File: config.mk
export PLATFORM = sky130hd
export DESIGN_NAME = round_timer_ctrl
export DESIGN_NICKNAME = d
export VERILOG_FILES = /design/src/rtl/round_timer_ctrl.sv
export SDC_FILE = /design/constraint.sdc
export NUM_CORES = 1
export LEC_CHECK = 0
export BUFFER_PORTS_ARGS = -buffer_cell sky130_fd_sc_hd__buf_2
export CAP_MARGIN = 20
export CORE_ASPECT_RATIO = 1.2
export CORE_MARGIN = 1
export CORE_UTILIZATION = 61
export DETAILED_ROUTE_END_ITERATION = 7
export HOLD_SLACK_MARGIN = 0.05
export PLACE_DENSITY = 0.95
export RECOVER_POWER = 50
export SYNTH_ARGS = -nofsm -noshare
export SYNTH_HDL_FRONTEND = slang
export SYNTH_SLANG_ARGS = --single-unit
File: constraint.sdc
create_clock -name clk -period 5.94 [get_ports clk]
set_clock_uncertainty 0.1 [all_clocks]
set_input_delay 0.891 -clock clk [delete_from_list [all_inputs] [get_ports clk]]
set_output_delay 0.891 -clock clk [all_outputs]
set_load 0.02 [all_outputs]
File: src/rtl/round_timer_ctrl.sv
// rtl/round_timer_ctrl.sv - two-digit BCD round countdown with prescaler, pause/resume and expiry
module round_timer_ctrl #(
  parameter int TICK_DIV = 50_000_000,
  parameter int DIV_W    = 26
) (
  input  logic       clk,
  input  logic       reset,
  input  logic       start,
  input  logic       pause,
  input  logic       clear,
  input  logic [3:0] load_tens,
  input  logic [3:0] load_ones,
  output logic [3:0] tens,
  output logic [3:0] ones,
  output logic       running,
  output logic       paused,
  output logic       expired,
  output logic       dec_pulse,
  output logic       done_pulse
);

  typedef enum logic [1:0] {S_IDLE, S_RUN, S_PAUSE, S_EXPIRED} state_t;

  localparam logic [DIV_W-1:0] PRESC_LAST = DIV_W'(TICK_DIV - 1);

  state_t           state_q, state_d;
  logic [3:0]       tens_q, ones_q, tens_d, ones_d;
  logic [DIV_W-1:0] presc_q, presc_d;
  logic             dec_q, dec_d, done_q, done_d;
  logic [3:0]       load_tens_c, load_ones_c;
  logic             advance;

  assign load_tens_c = (load_tens > 4'd9) ? 4'd9 : load_tens;
  assign load_ones_c = (load_ones > 4'd9) ? 4'd9 : load_ones;

  always_ff @(posedge clk) begin
    if (reset) begin
      state_q <= S_IDLE;
      tens_q  <= 4'd0;
      ones_q  <= 4'd0;
      presc_q <= '0;
      dec_q   <= 1'b0;
      done_q  <= 1'b0;
    end else begin
      state_q <= state_d;
      tens_q  <= tens_d;
      ones_q  <= ones_d;
      presc_q <= presc_d;
      dec_q   <= dec_d;
      done_q  <= done_d;
    end
  end

  always_comb begin
    state_d = state_q;
    tens_d  = tens_q;
    ones_d  = ones_q;
    presc_d = presc_q;
    dec_d   = 1'b0;
    done_d  = 1'b0;
    advance = 1'b0;
    if (clear) begin
      state_d = S_IDLE;
      tens_d  = 4'd0;
      ones_d  = 4'd0;
      presc_d = '0;
    end else if (start) begin
      tens_d  = load_tens_c;
      ones_d  = load_ones_c;
      presc_d = '0;
      if (load_tens_c == 4'd0 && load_ones_c == 4'd0) begin
        state_d = S_EXPIRED;
        done_d  = 1'b1;
      end else begin
        state_d = S_RUN;
      end
    end else begin
      // The resume edge itself counts, so a pause costs exactly its held cycles.
      case (state_q)
        S_RUN:   if (pause) state_d = S_PAUSE; else advance = 1'b1;
        S_PAUSE: if (pause) begin state_d = S_RUN; advance = 1'b1; end
        default: ;
      endcase
      if (advance) begin
        if (presc_q == PRESC_LAST) begin
          presc_d = '0;
          dec_d   = 1'b1;
          if (ones_q != 4'd0) begin
            ones_d = ones_q - 4'd1;
          end else begin
            ones_d = 4'd9;
            tens_d = tens_q - 4'd1;
          end
          if (tens_q == 4'd0 && ones_q == 4'd1) begin
            state_d = S_EXPIRED;
            done_d  = 1'b1;
          end
        end else begin
          presc_d = presc_q + 1'b1;
        end
      end
    end
  end

  always_comb begin
    running    = (state_q == S_RUN);
    paused     = (state_q == S_PAUSE);
    expired    = (state_q == S_EXPIRED);
    tens       = tens_q;
    ones       = ones_q;
    dec_pulse  = dec_q;
    done_pulse = done_q;
  end

endmodule
==> metrics.txt <==
outcome=complete, no violations; initial antenna violation count=0; # resized after CTS=0; CTS Hold Buffers Added=0; P&R area growth vs syn=10.4%; R2R setup slack=3190 ps; Core ar.=between 3000 and 4000 µm²; DRC viols=0; Yosys top cell by area=dfxtp_1; Tmin final=about 3000 ps; Worst IR Drop VDD=0.000230 V; Reg2Reg Launch Point=state_q[0]$_SDFF_PP0_; RSZ-0062 raised after global routing=no; Tot GR Track Use=a little over a quarter; Reg2Reg Depth=5; Worst Path Class, Setup=in2reg; Finish-stage setup viols=0; Critical Path Source Type=input port; post-DP HPWL=approximately 3.0 mm; CP peak stage delay=590 ps; Slew @ Worst Pin=between 700 and 800 ps; Top Ports=26; Die H=about 64 µm; ratio of cells with drive above 1 in the final layout=around 8.6%; crit path max fanout=21; largest net degree at the start of global routing=22; vias in the first global route=roughly 1600; Routed Antenna Nets=0; total number of vias=1777; GPL Wtd Cong=around 0.85; max_cap viols=0; most frequent cell after synthesis=dfxtp_1; Ant. Diodes=0; CP Data Arrival Time=approximately 3100 ps; Final Cycle Share=50.2%; number of I/O port buffers=25; global route overflow=0; Async SR Flop Fraction=0%; die area=around 3500 µm²; H-tree depth=2; Slew Viols, Final=0; area of the mapped netlist=approximately 2000 µm²; drt via density=just over 6; root buffer cell=clkbuf_4; CTS tree=done; synth cell count leaders=dfxtp_1 (38), nor2_1 (27), xnor2_1 (18); clk buf depth=2; Peak Freq=about 340 MHz; Mapped Cells=~230; Clock transition at path regs=around 110 ps; initial core utilization=approximately 64%; Power Dens Cells=about 240 nW/µm²; top post-synthesis cells by area=dfxtp_1 (39%), xnor2_1 (8.0%), nor2_1 (5.2%), nor3_1 (3.3%), nand2_1 (3.1%); Pre-Repair DR Iteration Count=4; synth warn=0; average size of a mapped cell=8.51 µm²; worst setup margin=around 3000 ps; Synth Net Count=roughly 250; first-pass GRT wire length=6.88 mm; Critical Path Sink Type=flop; Seq cells post-synth=38; reg2reg end=presc_q[20]$_SDFFE_PP0P_; number of DRC markers in iteration 0=between 40 and 50; Synth cell types=44; clk sinks=38; final hold vios=0; routed wire length=around 4 mm; Hold WC Path Type=reg2reg; Die W=around 54 µm; pre-CTS WS=between 2000 and 3000 ps; HP Start=presc_q[1]$_SDFFE_PP0P_; Top FF cell, synth=dfxtp_1; nets=around 270; Data required, critical path=a little over 6000 ps; Synth top area share=between 30% and 40%; CTS Buf Count=5; postcts setup bufs=0; num rows=22; Slew headroom=about half; setup TNS=0 ps; Fillers=244; DR WL/cell=14.0 µm; hold path depth=2; Post-synth EDFFs=0; sequential-to-total area share from yosys stat=38.7%; cell leakage power=between 0.7 and 0.8 nW; Clk Latency, worst-skew pair=350 ps; crit-path cells=clkbuf_1, or3b_1, a21o_1, or3_1, nand2_1, nor2_1; Max stage delay cell, worst path=or3_1; hold endpoint=presc_q[1]$_SDFFE_PP0P_
metal layers:
layer	track usage, %	wire length [µm]	up-vias
li1	-	-	877
met1	31.0	1730	825
met2	44.4	2010	62
met3	7.14	200	13
met4	14.8	125	0
met5	0	0	-
cell families after synthesis:
logic type / after synthesis / synth area share [%]
buffers and inverters: 17 / 4.14
AO/OA/AOI/OAI: 34 / 12.0
XOR/XNOR: 23 / 10.2
AND/OR/NAND/NOR: 113 / 31.4
adder cells (fa/ha/maj): 2 / 1.27
multiplexers: 4 / 2.16
flip-flops: 38 / 38.7
worst max-delay path, delay by kind of cell:
kind / cells / cell delay [ps]
and+or+nand+nor: 4 / 1700
AOI/OAI and AO/OA: 1 / 400
buffers and inverters: 1 / 120
final cells by class:
cell class / count / area, µm² / share of cell area (%)
Clock buffer: 6 / 51.3 / 2.36
Clock inverter: 2 / 60.1 / 2.77
Sequential cell: 38 / 761 / 35.1
Inverter: 8 / 30.0 / 1.38
Tap cell: 36 / 45.0 / 2.08
Timing Repair Buffer: 25 / 106 / 4.90
Multi-Input combinational cell: 176 / 1120 / 51.4
power breakdown:
part           internal (W)   total, W  switching [W]
sequential         0.000257   0.000260     0.00000294
clock              0.000143   0.000231      0.0000886
combinational     0.0000113  0.0000296      0.0000183
total              0.000411   0.000521       0.000110
stage by stage:
stage / utilization, % / instances / cell area, µm² / power, W / hold WS (ps)
finish: 71.0 / 291 / 2170 / 0.000521 / 409
global route: 71.0 / 291 / 2170 / 0.000540 / 455
CTS: 71.9 / 291 / 2200 / 0.000524 / 411
detailed placement: 68.2 / 283 / 2080 / 0.000296 / 394
global placement: 68.2 / 283 / 2080 / 0.000295 / 389
floorplan: - / 231 / 1970 / 0.000285 / 370
worst max-delay path by stage:
stage	startpoint	end
floorplan	pause	tens[3]$_SDFFE_PP0P_
global placement	pause	presc_q[23]$_SDFFE_PP0P_
detailed placement	pause	presc_q[14]$_SDFFE_PP0P_
CTS	pause	presc_q[24]$_SDFFE_PP0P_
global route	pause	presc_q[22]$_SDFFE_PP0P_
finish	pause	presc_q[20]$_SDFFE_PP0P_
registers in the layout, summed over array words and instances, names as in the netlist:
| register | flops |
|---|---|
| tens | 4 |
| ones | 4 |
| state_q | 2 |
| presc_q | 26 |
| dec_pulse | 1 |
| done_pulse | 1 |
placed cells by master, fill, tap and decap left out, types with 2 or more instances in the layout:
cell type / n
dfxtp_1: 38
nor2_1: 27
xnor2_1: 18
nand2_1: 16
clkbuf_1: 15
nor3_1: 13
buf_2: 10
nand3_1: 9
nor4_1: 9
inv_1: 8
a21oi_1: 8
nand4_1: 7
o21ai_0: 7
nand3b_1: 6
or3_1: 5
xor2_1: 5
clkbuf_4: 5
nor4b_1: 4
o311a_1: 4
a21o_1: 3
and3_1: 3
and4_1: 3
and2_1: 2
nand2b_1: 2
mux2_2: 2
o21a_1: 2
o31ai_1: 2
o211a_1: 2
mux2i_1: 2
ha_1: 2
bufinv_16: 2
Note: power is estimated with default switching activity, not from simulation.
